`config.mk`:
```
export PLATFORM = sky130hd
export DESIGN_NAME = exe_md_stage
export DESIGN_NICKNAME = d
export VERILOG_FILES = /design/src/rtl/exe_md_stage.sv
export SDC_FILE = /design/constraint.sdc
export NUM_CORES = 1
export LEC_CHECK = 0
export CORE_ASPECT_RATIO = 0.7
export CORE_MARGIN = 4
export CORE_UTILIZATION = 44
export CTS_CLUSTER_DIAMETER = 40
export DETAILED_ROUTE_END_ITERATION = 16
export PLACE_DENSITY = 0.6
export RECOVER_POWER = 25
export SLEW_MARGIN = 30
export SYNTH_ARGS = -nofsm -noshare
export SYNTH_HDL_FRONTEND = slang
export SYNTH_SLANG_ARGS = --single-unit
```
`constraint.sdc`:
```
create_clock -name CLK -period 7.8 [get_ports CLK]
set_clock_uncertainty 0.2 [all_clocks]
set_input_delay 1.17 -clock CLK [delete_from_list [all_inputs] [get_ports CLK]]
set_output_delay 1.17 -clock CLK [all_outputs]
set_load 0.01 [all_outputs]
```
`src/rtl/exe_md_stage.sv`:
```
// Execute stage: operand forwarding, single-cycle ALU, and an iterative
// multiply/divide unit that delivers its results through HI/LO.
module exe_md_stage #(
    parameter int XLEN = 32,
    parameter int REGW = 5
) (
    input  logic            CLK,
    input  logic            RESET,
    input  logic            FREEZE,
    input  logic            in_valid,
    input  logic [3:0]      op,
    input  logic [REGW-1:0] rs_idx,
    input  logic [REGW-1:0] rt_idx,
    input  logic [XLEN-1:0] rs_val,
    input  logic [XLEN-1:0] rt_val,
    input  logic [XLEN-1:0] imm,
    input  logic            use_imm,
    input  logic [5:0]      shamt,
    input  logic [REGW-1:0] dst_idx,
    input  logic            do_wb,
    input  logic            mem_wb,
    input  logic            wb_wb,
    input  logic [REGW-1:0] mem_dst,
    input  logic [REGW-1:0] wb_dst,
    input  logic [XLEN-1:0] mem_data,
    input  logic [XLEN-1:0] wb_data,
    output logic            stall_out,
    output logic            valid_PR,
    output logic            wb_PR,
    output logic [REGW-1:0] dst_PR,
    output logic [XLEN-1:0] res_PR,
    output logic [XLEN-1:0] store_PR,
    output logic            md_busy,
    output logic            div_zero
);
    localparam int CNTW = $clog2(XLEN);

    localparam logic [3:0] OP_ADD  = 4'd0;
    localparam logic [3:0] OP_SUB  = 4'd1;
    localparam logic [3:0] OP_AND  = 4'd2;
    localparam logic [3:0] OP_OR   = 4'd3;
    localparam logic [3:0] OP_XOR  = 4'd4;
    localparam logic [3:0] OP_SLT  = 4'd5;
    localparam logic [3:0] OP_SLTU = 4'd6;
    localparam logic [3:0] OP_SLL  = 4'd7;
    localparam logic [3:0] OP_SRL  = 4'd8;
    localparam logic [3:0] OP_SRA  = 4'd9;
    localparam logic [3:0] OP_MULT = 4'd10;
    localparam logic [3:0] OP_MULTU= 4'd11;
    localparam logic [3:0] OP_DIV  = 4'd12;
    localparam logic [3:0] OP_DIVU = 4'd13;
    localparam logic [3:0] OP_MFHI = 4'd14;
    localparam logic [3:0] OP_MFLO = 4'd15;

    typedef enum logic [1:0] {ST_IDLE = 2'd0, ST_BUSY = 2'd1, ST_DONE = 2'd2} md_state_t;

    // MEM stage has priority over WB; register 0 is never forwarded.
    function automatic logic [XLEN-1:0] fwd_sel(
        input logic [REGW-1:0] idx,    input logic [XLEN-1:0] rf_val,
        input logic            m_wb,   input logic [REGW-1:0] m_dst, input logic [XLEN-1:0] m_data,
        input logic            w_wb,   input logic [REGW-1:0] w_dst, input logic [XLEN-1:0] w_data);
        logic [XLEN-1:0] res;
        if (m_wb && (m_dst == idx) && (idx != {REGW{1'b0}})) begin
            res = m_data;
        end else if (w_wb && (w_dst == idx) && (idx != {REGW{1'b0}})) begin
            res = w_data;
        end else begin
            res = rf_val;
        end
        return res;
    endfunction

    md_state_t         md_state_r;
    logic [CNTW-1:0]   cnt_r;
    logic [2*XLEN-1:0] wk_r;
    logic [XLEN-1:0]   dvs_r, hi_r, lo_r;
    logic              is_div_r, neg_q_r, neg_r_r, dz_r;

    logic [XLEN-1:0]   op_a_s, fwd_b_s, op_b_s, alu_res_s, abs_a_s, abs_b_s;
    logic [5:0]        sh_amt_s;
    logic              is_md_s, md_start_s, a_neg_s, b_neg_s;
    logic [XLEN:0]     mul_sum_s, div_diff_s;
    logic [2*XLEN-1:0] mul_next_s, div_sh_s, div_next_s, prod_s;
    logic [XLEN-1:0]   quo_s, rem_s;

    assign op_a_s   = fwd_sel(rs_idx, rs_val, mem_wb, mem_dst, mem_data, wb_wb, wb_dst, wb_data);
    assign fwd_b_s  = fwd_sel(rt_idx, rt_val, mem_wb, mem_dst, mem_data, wb_wb, wb_dst, wb_data);
    assign op_b_s   = use_imm ? imm : fwd_b_s;
    assign sh_amt_s = shamt & 6'(XLEN - 1);

    assign is_md_s    = in_valid && (op >= OP_MULT) && (op <= OP_DIVU);
    assign md_start_s = is_md_s && !FREEZE && (md_state_r == ST_IDLE);
    assign stall_out  = in_valid && md_busy && (op >= OP_MULT);

    // Iterative unit works on magnitudes; signs are restored in DONE.
    assign a_neg_s = ~op[0] & op_a_s[XLEN-1];
    assign b_neg_s = ~op[0] & op_b_s[XLEN-1];
    assign abs_a_s = a_neg_s ? -op_a_s : op_a_s;
    assign abs_b_s = b_neg_s ? -op_b_s : op_b_s;

    assign mul_sum_s  = {1'b0, wk_r[2*XLEN-1:XLEN]} + (wk_r[0] ? {1'b0, dvs_r} : {(XLEN+1){1'b0}});
    assign mul_next_s = {mul_sum_s, wk_r[XLEN-1:1]};
    assign div_sh_s   = {wk_r[2*XLEN-2:0], 1'b0};
    assign div_diff_s = {wk_r[2*XLEN-1], div_sh_s[2*XLEN-1:XLEN]} - {1'b0, dvs_r};
    assign div_next_s = div_diff_s[XLEN] ? div_sh_s : {div_diff_s[XLEN-1:0], div_sh_s[XLEN-1:1], 1'b1};

    assign prod_s = neg_q_r ? -wk_r : wk_r;
    assign quo_s  = dz_r ? {XLEN{1'b1}} : (neg_q_r ? -wk_r[XLEN-1:0] : wk_r[XLEN-1:0]);
    assign rem_s  = neg_r_r ? -wk_r[2*XLEN-1:XLEN] : wk_r[2*XLEN-1:XLEN];

    // Single-cycle ALU.
    always_comb begin
        alu_res_s = {XLEN{1'b0}};
        case (op)
            OP_ADD:  alu_res_s = op_a_s + op_b_s;
            OP_SUB:  alu_res_s = op_a_s - op_b_s;
            OP_AND:  alu_res_s = op_a_s & op_b_s;
            OP_OR:   alu_res_s = op_a_s | op_b_s;
            OP_XOR:  alu_res_s = op_a_s ^ op_b_s;
            OP_SLT:  alu_res_s = {{(XLEN-1){1'b0}}, ($signed(op_a_s) < $signed(op_b_s))};
            OP_SLTU: alu_res_s = {{(XLEN-1){1'b0}}, (op_a_s < op_b_s)};
            OP_SLL:  alu_res_s = op_b_s << sh_amt_s;
            OP_SRL:  alu_res_s = op_b_s >> sh_amt_s;
            OP_SRA:  alu_res_s = $signed(op_b_s) >>> sh_amt_s;
            default: alu_res_s = {XLEN{1'b0}};
        endcase
    end

    // Multiply/divide sequencer and HI/LO registers.
    always_ff @(posedge CLK or negedge RESET) begin
        if (!RESET) begin
            md_state_r <= ST_IDLE;
            cnt_r      <= {CNTW{1'b0}};
            wk_r       <= {(2*XLEN){1'b0}};
            dvs_r      <= {XLEN{1'b0}};
            hi_r       <= {XLEN{1'b0}};
            lo_r       <= {XLEN{1'b0}};
            is_div_r   <= 1'b0;
            neg_q_r    <= 1'b0;
            neg_r_r    <= 1'b0;
            dz_r       <= 1'b0;
            md_busy    <= 1'b0;
            div_zero   <= 1'b0;
        end else begin
            case (md_state_r)
                ST_IDLE: begin
                    div_zero <= 1'b0;
                    if (md_start_s) begin
                        md_state_r <= ST_BUSY;
                        cnt_r      <= CNTW'(XLEN - 1);
                        wk_r       <= {{XLEN{1'b0}}, abs_a_s};
                        dvs_r      <= abs_b_s;
                        is_div_r   <= op[2];
                        neg_q_r    <= a_neg_s ^ b_neg_s;
                        neg_r_r    <= a_neg_s;
                        dz_r       <= (op_b_s == {XLEN{1'b0}});
                        md_busy    <= 1'b1;
                    end else begin
                        md_busy    <= 1'b0;
                    end
                end
                ST_BUSY: begin
                    wk_r <= is_div_r ? div_next_s : mul_next_s;
                    if (cnt_r == {CNTW{1'b0}}) begin
                        md_state_r <= ST_DONE;
                        div_zero   <= is_div_r & dz_r;
                    end else begin
                        cnt_r      <= cnt_r - CNTW'(1);
                    end
                end
                ST_DONE: begin
                    hi_r       <= is_div_r ? rem_s : prod_s[2*XLEN-1:XLEN];
                    lo_r       <= is_div_r ? quo_s : prod_s[XLEN-1:0];
                    md_state_r <= ST_IDLE;
                    md_busy    <= 1'b0;
                    div_zero   <= 1'b0;
                end
                default: begin
                    md_state_r <= ST_IDLE;
                    md_busy    <= 1'b0;
                    div_zero   <= 1'b0;
                end
            endcase
        end
    end

    // Pipeline register: hold on FREEZE, bubble on idle or stall.
    always_ff @(posedge CLK or negedge RESET) begin
        if (!RESET) begin
            valid_PR <= 1'b0;
            wb_PR    <= 1'b0;
            dst_PR   <= {REGW{1'b0}};
            res_PR   <= {XLEN{1'b0}};
            store_PR <= {XLEN{1'b0}};
        end else if (!FREEZE) begin
            if (!in_valid || stall_out) begin
                valid_PR <= 1'b0;
                wb_PR    <= 1'b0;
            end else begin
                valid_PR <= 1'b1;
                dst_PR   <= dst_idx;
                store_PR <= fwd_b_s;
                case (op)
                    OP_MULT, OP_MULTU, OP_DIV, OP_DIVU: begin
                        res_PR <= {XLEN{1'b0}};
                        wb_PR  <= 1'b0;
                    end
                    OP_MFHI: begin
                        res_PR <= hi_r;
                        wb_PR  <= do_wb;
                    end
                    OP_MFLO: begin
                        res_PR <= lo_r;
                        wb_PR  <= do_wb;
                    end
                    default: begin
                        res_PR <= alu_res_s;
                        wb_PR  <= do_wb;
                    end
                endcase
            end
        end else begin
            valid_PR <= valid_PR;
        end
    end
endmodule

```
======== Yosys cells after proc, flatten, opt, wreduce, memory -nomap -nowiden ========
Index checks and enable logic that the tools add are counted.
cells by class
  add/sub/neg operators ................... 10
  $lt $le $gt $ge ......................... 4
  eq/ne operators ......................... 24
  shifts and indexed selects .............. 3
  muxes and demuxes ....................... 33
  bitwise gates (word level) .............. 10
  reductions and logical operators ........ 30
operators by type and width
  operator            count
  $mux 32             13
  $pmux 32 s10        1
  $mux 64             4
  $neg 32->32         4
  $pmux 64 s2         1
  $pmux 32 s3         1
  $lt 32x32->1        2
  $neg 64->64         1
  $add 32x32->33      1
  $sub 33x32->33      1
  $add 32x32->32      1
  $and 32x32->32      1
  $eq 4x4->1 const B  8
  $logic_not 32->1    1
  $or 32x32->32       1
  $shl 32x5->32       1
  $shr 32x5->32       1
  $sshr 32x5->32      1
  $sub 32x32->32      1
  $xor 32x32->32      1
  $eq 5x5->1          4
  $eq 4x3->1 const B  4
  $logic_and 1x1->1   14
  $mux 5              2
  other kinds (26)    44
word-level totals
  register bits ........................... 244
  bits of input ports ..................... 203
  logic and storage cells ................. 131

======== Depth between registers and ports, before layout ========
Gate-level depths: netlist of the first run.
  word-level depth ........................ 9
  mapped depth ............................ 23
  gate-level depth less buffers ........... 20

======== Least setup slack after synthesis of the first run ========
OpenSTA, ideal clock, no wires.
  path type ............................... input to register
  from .................................... in rt_idx[4]
  to ...................................... reg res_PR[30]
  library setup time ...................... 123 ps
  arrival ................................. 5921 ps
  path slack .............................. 1557 ps
  stages on the path ...................... 21
  cell sequence ........................... or4_4 or2_1 buf_2 buf_6 nand4_1 a311oi_1 a21oi_1 inv_1 ha_1 fa_1 nand2b_1 a221oi_1 o221a_2 or4b_2 a31oi_1 o311ai_0 a31o_2 a21oi_1 xor2_1 o22ai_1 o221a_2
on the way
  cells in the longest elaborated chain, start to end .. 9
  elaborated cells on any way between the ends .. 20
  those cells by class .................... add/sub (2); eq/ne (2); shift (3); mux (5); bitwise (3); reduce/logical (5)
RTL lines
  element                                 line  text
  start, declared                         13    input logic [REGW-1:0] rt_idx,
  $eq 5x5->1                              65    end else if (w_wb && (w_dst == idx) && (idx != {REGW{1'b0}})) begin
  $logic_and 1x1->1 (2 in a row)          65
  $mux 32                                 65
  $mux 32 (*)                             63    if (m_wb && (m_dst == idx) && (idx != {REGW{1'b0}})) begin
  $mux 32 (*)                             88    assign op_b_s = use_imm ? imm : fwd_b_s;
  $sub 32x32->32 (tied with other cells)  116   OP_SUB: alu_res_s = op_a_s - op_b_s;
  $pmux 32 s10 (*)                        114   case (op)
  $pmux 32 s3 (*)                         203   case (op)
  end signal, assigned                    205   res_PR <= {XLEN{1'b0}};
  end signal, assigned                    209   res_PR <= hi_r;
  end signal, assigned                    213   res_PR <= lo_r;
  end, declared                           31    output logic [XLEN-1:0] res_PR,
Every way passes the cells marked *; elsewhere a longest branch is shown, timed or not.
A chain may end at the register's enable or synchronous reset.

======== Worst setup path after layout of the first run ========
  from .................................... in wb_dst[3]
  to ...................................... reg res_PR[24]
on the way
  cells in the longest elaborated chain, start to end .. 9
  elaborated cells on any way between the ends .. 21
  those cells by class .................... add/sub (2); eq/ne (2); shift (3); mux (7); bitwise (3); reduce/logical (4)
RTL lines
  element                                 line  text
  start, declared                         24    input logic [REGW-1:0] wb_dst,
  $eq 5x5->1                              65
  $logic_and 1x1->1 (2 in a row)          65
  $mux 32                                 65
  $mux 32                                 63
  $mux 32                                 88
  $sub 32x32->32 (tied with other cells)  116
  $pmux 32 s10 (*)                        114
  $pmux 32 s3 (*)                         203
Marks and branches as above.

==> impl_metrics.csv, run 1 <==
group,metric,value,unit
clock_network,post_cts_buffers,0,
sta,rsz0062_at_grt,"false",
outcome,status,"finished with violations",
global_route,grt_max_degree,144,
power,p_leak,0.0138,uW
power,pwr-share-comb,0.558,
power,clkPwrFrac,0.211,
job,cap_violations,3,
synth,yosysWarnings,0,
clock_network,clkSlewWorstSetupHoldPaths,0.05,ns
power,ir_drop,383,uV
synth,dominantRegCellSynth,"dfrtp_1",
cells_and_area,drive_gt1_frac,0.0984,
setup_path,reg2reg_depth,15,
hold_path,hold_class,"register to register",
placed_design,dp.cells,4587,
synth,synth.area.mux_share,0.113,
sta,final-setup-viol-count,0,
sta,slew_headroom,-2.40,
clock_network,root_buffer,"clkbuf_16",
cells_and_area,nFillCells,5882,
synth,syn_nets,3990,
global_route,grt_first_pass_wirelength,204000,um
synth,synth_top_family_by_area,"compound AO/OA/AOI/OAI gates",
power,p_int,5170,uW
synth,synthCells,3614,
clock_network,ctsHtreeMaxLevel,2,
sta,worst-slew-pin-transition,5.10,ns
setup_path,crit_start,"wb_dst[3]",
detailed_routing,drc,0,
die,rows,76,
global_route,overflow,0,
placed_design,dp_hpwl,111000,um
placed_design,placed_cell_area,0.0318,mm2
setup_path,rrSetupSlack,2.59,ns
setup_path,cp-endpoint,"res_PR[24]",
placed_design,finalWeightedCongestion,1.07,
clock_network,cts_tree,"done",
cells_and_area,syn2layout_area_growth,19.8,%
sta,max_freq,141,MHz
hold_path,holdPathStages,2,
synth,syn_area_per_cell,7.71,um2
synth,synth-compound-area-share,0.275,
setup_path,r2r-start,"wk_r[0]",
detailed_routing,vias_per_cell,6.84,
die,dieArea,0.0674,mm2
sta,finalHoldViolCount,0,
power,power.switching,4820,uW
setup_path,end_kind,"register",
sta,setup_tns,0,ns
clock_network,cts.sinks,244,
sta,period_share,0.911,
power,p_seq_frac,0.231,
die,die_y,218,um
setup_path,worst_r2r_endpoint,"wk_r[54]",
cells_and_area,final_nets,4190,
detailed_routing,drt_iter0_markers,4589,
sta,drv_slew,202,
placed_design,io_buffer_count,275,
die,start_util,0.448,
synth,syn_area,0.0278,mm2
detailed_routing,firstDrtPassIters,7,
cells_and_area,fin_cells,4675,
synth,async_flop_share,1.00,
clock_network,ctsLongestPathBuffers,3,
clock_network,post_cts_resized,0,
outcome,violations,"capacitance limit, slew limit",
setup_path,crit_fanout,13,
global_route,antenna_found_initial,8,
synth,ys_ff_latch,244,
synth,synth_cell_types,96,
detailed_routing,totalWireLength,141000,um
synth,synthAdderAreaFrac,0.0788,
detailed_routing,wire_per_inst,30.1,um
power,power_switching_share,0.482,
synth,synth-simple-area-share,0.189,
die,die_width,309,um
synth,synth_xor_area_frac,0.0638,
clock_network,holdBufCountCts,0,
cells_and_area,final_area,0.0334,mm2
synth,ys_seq_area_frac,0.219,
detailed_routing,postRouteAntennaNets,0,
synth,synth-edff-count,0,
setup_path,path_class,"primary input to register",
setup_path,cp.required,8.06,ns
clock_network,cts-buffers-inserted,44,
sta,finalCriticalPeriod,7.10,ns
die,coreArea,0.0621,mm2
setup_path,critical_path.startpoint_type,"primary input",
detailed_routing,vias,32000,
setup_path,critical_path_arrival,7.37,ns
power,p_per_area,300,mW/mm2
global_route,first_global_vias,29900,
clock_network,clock_latency,0.62,ns
die,io_pins,277,
global_route,track_usage,0.405,
==> synth_stat cells, drive strengths merged, types with 54 or more instances <==
| master | instances | area share |
|---|---|---|
| buf | 54 | 0.0097 |
| nand3 | 55 | 0.0099 |
| mux2i | 153 | 0.056 |
| a31oi | 93 | 0.021 |
| xnor2 | 149 | 0.047 |
| nor3 | 122 | 0.023 |
| mux4 | 65 | 0.053 |
| o21ai | 326 | 0.059 |
| a21oi | 276 | 0.050 |
| inv | 161 | 0.022 |
| o31ai | 63 | 0.017 |
| clkbuf | 218 | 0.029 |
| dfrtp | 244 | 0.22 |
| xor2 | 54 | 0.017 |
| nor2 | 293 | 0.040 |
| ha | 169 | 0.076 |
| nand2 | 398 | 0.054 |
==> metal layers <==
metal  global-route usage  routed length [um]  share of wire
met2                0.541               54200           0.39
met1                0.582               59200           0.42
met3                0.170               21800           0.16
met5                    0                  72        0.00051
met4                0.128                5260          0.037
==> how the worst min path moves through the flow <==
stage	slack (ns)	endpoint	start
after floorplan	0.25	dvs_r[10]	dvs_r[10]
after global placement	0.26	store_PR[28]	store_PR[28]
after detailed placement	0.27	store_PR[20]	store_PR[20]
after CTS	0.28	store_PR[18]	store_PR[18]
after global routing	0.31	store_PR[18]	store_PR[18]
final	0.28	store_PR[16]	store_PR[16]
==> layout make-up <==
cell class              count  area [um2]  share of cell area
diodes                      6        15.0            0.000450
clock buffers              52        1180              0.0354
clock inverters            30         372              0.0111
inverters                 165         619              0.0186
multi-input cells        2933       20200               0.604
flip-flops and latches    244        6110               0.183
well taps                 819        1020              0.0307
repair buffers            426        3880               0.116
==> cell families after synthesis <==
logic type,count (synthesis)
buffers and inverters,437
multiplexers,229
XOR/XNOR,203
AO/OA/AOI/OAI,1194
AND/OR/NAND/NOR,1134
flip-flops,244
adder cells (fa/ha/maj),173
==> flip-flops by register name (all words and copies together), names as in the netlist <==
name / count
neg_r_r: 1
neg_q_r: 1
lo_r: 32
md_state_r: 2
store_PR: 32
valid_PR: 1
dz_r: 1
hi_r: 32
is_div_r: 1
res_PR: 32
dst_PR: 5
md_busy: 1
wb_PR: 1
div_zero: 1
cnt_r: 5
wk_r: 64
dvs_r: 32
==> metrics by stage <==
stage / utilization / total power [uW] / hold WS, ns / worst slack, ns
2_1_floorplan: - / 5740 / 0.250 / 1.56
5_1_grt: 0.537 / 10500 / 0.311 / 0.476
3_3_place_gp: 0.512 / 7440 / 0.261 / 0.395
6_report: 0.537 / 10000 / 0.279 / 0.696
4_1_cts: 0.537 / 9760 / 0.282 / 0.958
3_5_place_dp: 0.512 / 7630 / 0.267 / 0.342
==> critical path: stages <==
cell and delay [ns]:
clkdlybuf4s50_1 0.53, xnor2_1 0.26, nand4_1 0.54, o31ai_1 0.52, a311oi_1 0.22, nor2_1 0.43
inv_1 0.16, fa_1 0.48, nand2b_1 0.12, a221oi_1 0.12, o221a_2 0.30, or4b_2 0.74
a31oi_1 0.47, buf_4 0.22, o21bai_1 0.06, a21o_1 0.19, a21oi_1 0.28, xnor2_1 0.11
a221oi_1 0.33, a21oi_1 0.11
==> layout by cell type, fill, tap and decap left out, types with 45 or more instances in the layout <==
| cell type | netlist | routed |
|---|---|---|
| a21o_1 | 51 | 50 |
| a21oi_1 | 275 | 273 |
| a221oi_1 | 47 | 47 |
| a31oi_1 | 93 | 91 |
| buf_4 | 5 | 148 |
| clkbuf_16 | 0 | 45 |
| clkdlybuf4s50_1 | 0 | 270 |
| dfrtp_1 | 244 | 243 |
| ha_1 | 169 | 169 |
| inv_1 | 159 | 159 |
| mux2i_1 | 149 | 148 |
| mux4_2 | 65 | 65 |
| nand2_1 | 398 | 397 |
| nand3_1 | 55 | 55 |
| nand4_1 | 53 | 53 |
| nor2_1 | 292 | 286 |
| nor3_1 | 120 | 117 |
| o21ai_0 | 301 | 294 |
| o31ai_1 | 63 | 63 |
| xnor2_1 | 149 | 148 |
| xor2_1 | 54 | 54 |
==> power groups by stage <==
stage	registers, uW	logic [uW]	clock network [uW]
after global placement	2270	5170	0
final	2310	5580	2110
after floorplan	2090	3650	0
after CTS	2280	5370	2110
after detailed placement	2290	5330	0
after global routing	2360	5980	2180
No activity file was read; power rests on OpenSTA's default activity.
==> inputs of run 2 (changes only) <==
--- a/config.mk
+++ b/config.mk
@@ -10,4 +10,5 @@
 export CORE_UTILIZATION = 44
 export CTS_CLUSTER_DIAMETER = 40
+export CTS_CLUSTER_SIZE = 40
 export DETAILED_ROUTE_END_ITERATION = 16
 export PLACE_DENSITY = 0.6
==> constraint.sdc (replaced) <==
create_clock -name CLK -period 7.8 [get_ports CLK]
set_clock_uncertainty 0.2 [all_clocks]
set_input_delay 0.78 -clock CLK [delete_from_list [all_inputs] [get_ports CLK]]
set_output_delay 0.78 -clock CLK [all_outputs]
set_load 0.01 [all_outputs]
==> run 2 against run 1 <==
Effect of this change: the flow still finishes with violations (capacitance limit, slew limit); utilization rose by 0.20 points; global-route usage barely moved; first-iteration DRC count fell by 2.3%; non-clock buffer count fell by 6; sequential share of layout area fell by 0.068 points; cell count barely moved; worst hold slack got worse by 0.0032 ns; register-to-register slack improved by 0.13 ns; largest power group unchanged.
==> impl_metrics.csv, run 2 (same netlist as run 1, synthesis figures left out) <==
group,metric,value,unit
outcome,status,"finished with violations",
outcome,violations,"capacitance limit, slew limit",
sta,drv_slew,84,
die,dieArea,0.0674,mm2
sta,finalCriticalPeriod,6.80,ns
detailed_routing,totalWireLength,141000,um
setup_path,critical_path_arrival,7.06,ns
detailed_routing,firstDrtPassIters,8,
cells_and_area,top_register,"wk_r",
placed_design,dp_hpwl,111000,um
job,cap_violations,1,
clock_network,cts_tree,"done",
setup_path,crit_fanout,12,
detailed_routing,vias_per_cell,6.85,
die,die_y,218,um
clock_network,clock_latency,0.63,ns
power,p_int,5280,uW
cells_and_area,layout_common_cells,"nand2_1 (397), o21ai_0 (297), nor2_1 (286)",
power,ir_drop,374,uV
power,clkPwrFrac,0.219,
sta,final-setup-viol-count,0,
setup_path,cp.required,8.07,ns
cells_and_area,drive_gt1_frac,0.0990,
power,p_seq_frac,0.230,
setup_path,path_cells,"clkdlybuf4s50_1 -> or4_4 -> o211ai_4 -> or2_1 -> a311oi_1 -> nor2_1 -> inv_1 -> fa_1 -> nand2b_1 -> a221oi_1 -> o221a_2 -> or4b_2 -> a31oi_1 -> buf_4 -> o311ai_0 -> a31o_2 -> a21oi_1 -> xor2_1 -> o22ai_1 -> o221a_2",
die,io_pins,277,
sta,period_share,0.871,
detailed_routing,wire_per_inst,30.2,um
sta,rsz0062_at_grt,"false",
cells_and_area,largest_reg_flops,64,
clock_network,cts.sinks,244,
power,pwr-share-comb,0.551,
setup_path,cpPeakStageDelay,0.74,ns
sta,max_freq,147,MHz
cells_and_area,final_nets,4187,
setup_path,path_class,"primary input to register",
clock_network,ctsLongestPathBuffers,3,
setup_path,crit_top_cell,"o221a_2",
placed_design,placed_cell_area,0.0317,mm2
hold_path,hold_class,"register to register",
sta,finalHoldViolCount,0,
power,power_switching_share,0.476,
clock_network,post_cts_resized,0,
setup_path,end_kind,"register",
cells_and_area,final_common_cell,"nand2_1",
setup_path,worst_path_max_delay_cell,"or4b_2",
sta,worst-slew-pin-transition,5.41,ns
detailed_routing,drc,0,
cells_and_area,final_area,0.0335,mm2
placed_design,io_buffer_count,275,
power,finalPower,10100,uW
clock_network,ctsHtreeMaxLevel,2,
cells_and_area,syn2layout_area_growth,20.2,%
global_route,overflow,0,
die,start_util,0.448,
die,die_width,309,um
sta,slew_headroom,-2.61,
setup_path,critical_path.startpoint_type,"primary input",
die,rows,76,
power,p_leak,0.0138,uW
clock_network,cts-buffers-inserted,47,
detailed_routing,postRouteAntennaNets,0,
global_route,track_usage,0.405,
detailed_routing,drt_iter0_markers,4483,
clock_network,clkSlewWorstSetupHoldPaths,0.04,ns
global_route,grt_max_degree,163,
sta,setup_tns,0,ns
placed_design,finalWeightedCongestion,1.10,
power,p_per_area,301,mW/mm2
die,coreArea,0.0621,mm2
power,power.switching,4800,uW
global_route,grt_first_pass_wirelength,203000,um
clock_network,root_buffer,"clkbuf_16",
global_route,first_global_vias,29700,
detailed_routing,vias,32000,
global_route,antenna_found_initial,10,
clock_network,post_cts_buffers,0,
run 2: cell count changes in the layout (fill, tap and decap cells not counted), moves of 3 or more:
| cell | change |
|---|---|
| inv_6 | -5 |
| mux2i_1 | -3 |
| mux2i_2 | +3 |
| buf_4 | -9 |
| clkinvlp_4 | +3 |
| o21ai_0 | +3 |
| o21ai_1 | -3 |
run 2: routing by layer:
metal / GRT usage / vias to the layer above / share of wire
li1: - / 13800 / -
met1: 0.587 / 15700 / 0.43
met2: 0.551 / 2292 / 0.39
met3: 0.161 / 288 / 0.15
met4: 0.111 / 8 / 0.031
met5: 0 / - / 0.00033
run 2: final cells by class:
class / instances / area [um2]
Timing Repair Buffer: 420 / 3850
Sequential cell: 244 / 6110
Antenna cell: 6 / 15.0
Fill cell: 5909 / 28600
Clock buffer: 53 / 1230
Tap cell: 819 / 1020
Inverter: 165 / 619
Clock inverter: 34 / 470
Multi-Input combinational cell: 2933 / 20200
run 2: final timing paths:
| check | endpoint | slack (ns) | cells past startpoint | from |
|---|---|---|---|---|
| max in group asynchronous | store_PR[12] | 1.77 | 2 | RESET |
| max | res_PR[30] | 1.00 | 20 | rt_idx[4] |
| min in group asynchronous | wk_r[61] | 2.45 | 2 | RESET |
| max reg2reg | wk_r[61] | 2.72 | 17 | wk_r[31] |
| min reg2reg | dst_PR[3] | 0.28 | 2 | dst_PR[3] |
| min | dst_PR[3] | 0.28 | 2 | dst_PR[3] |
run 2: worst max-delay path: cells and delay by family:
family | cells | cell delay, ns
xor gates and xnor gates | 1 | 0.16
adders and majority gates | 1 | 0.49
and+or+nand+nor | 5 | 2.34
AOI/OAI and AO/OA | 10 | 2.43
buffers and inverters | 3 | 0.86
run 2: per-stage QoR:
stage,cells,hold slack [ns],setup WS (ns),utilization
5_1_grt,4670,0.296,0.823,0.539
3_3_place_gp,4577,0.261,0.619,0.510
6_report,4674,0.276,1.00,0.539
3_5_place_dp,4578,0.262,0.584,0.511
2_1_floorplan,3614,0.250,1.95,-
4_1_cts,4666,0.280,1.18,0.538
run 2: repair_timing:
item | 4_1_cts | 5_1_grt
hold endpoints to repair | 25 | 0
hold buffers | 1 | 0
endpoints found under the setup margin | 0 | 0
run 2: power groups by stage:
stage                     Clock (uW)  Sequential [uW]  Combinational, uW
after floorplan                    0             2090               3650
after global placement             0             2270               5180
after detailed placement           0             2300               5320
after CTS                       2230             2280               5350
after global routing            2290             2360               5960
final                           2210             2310               5560
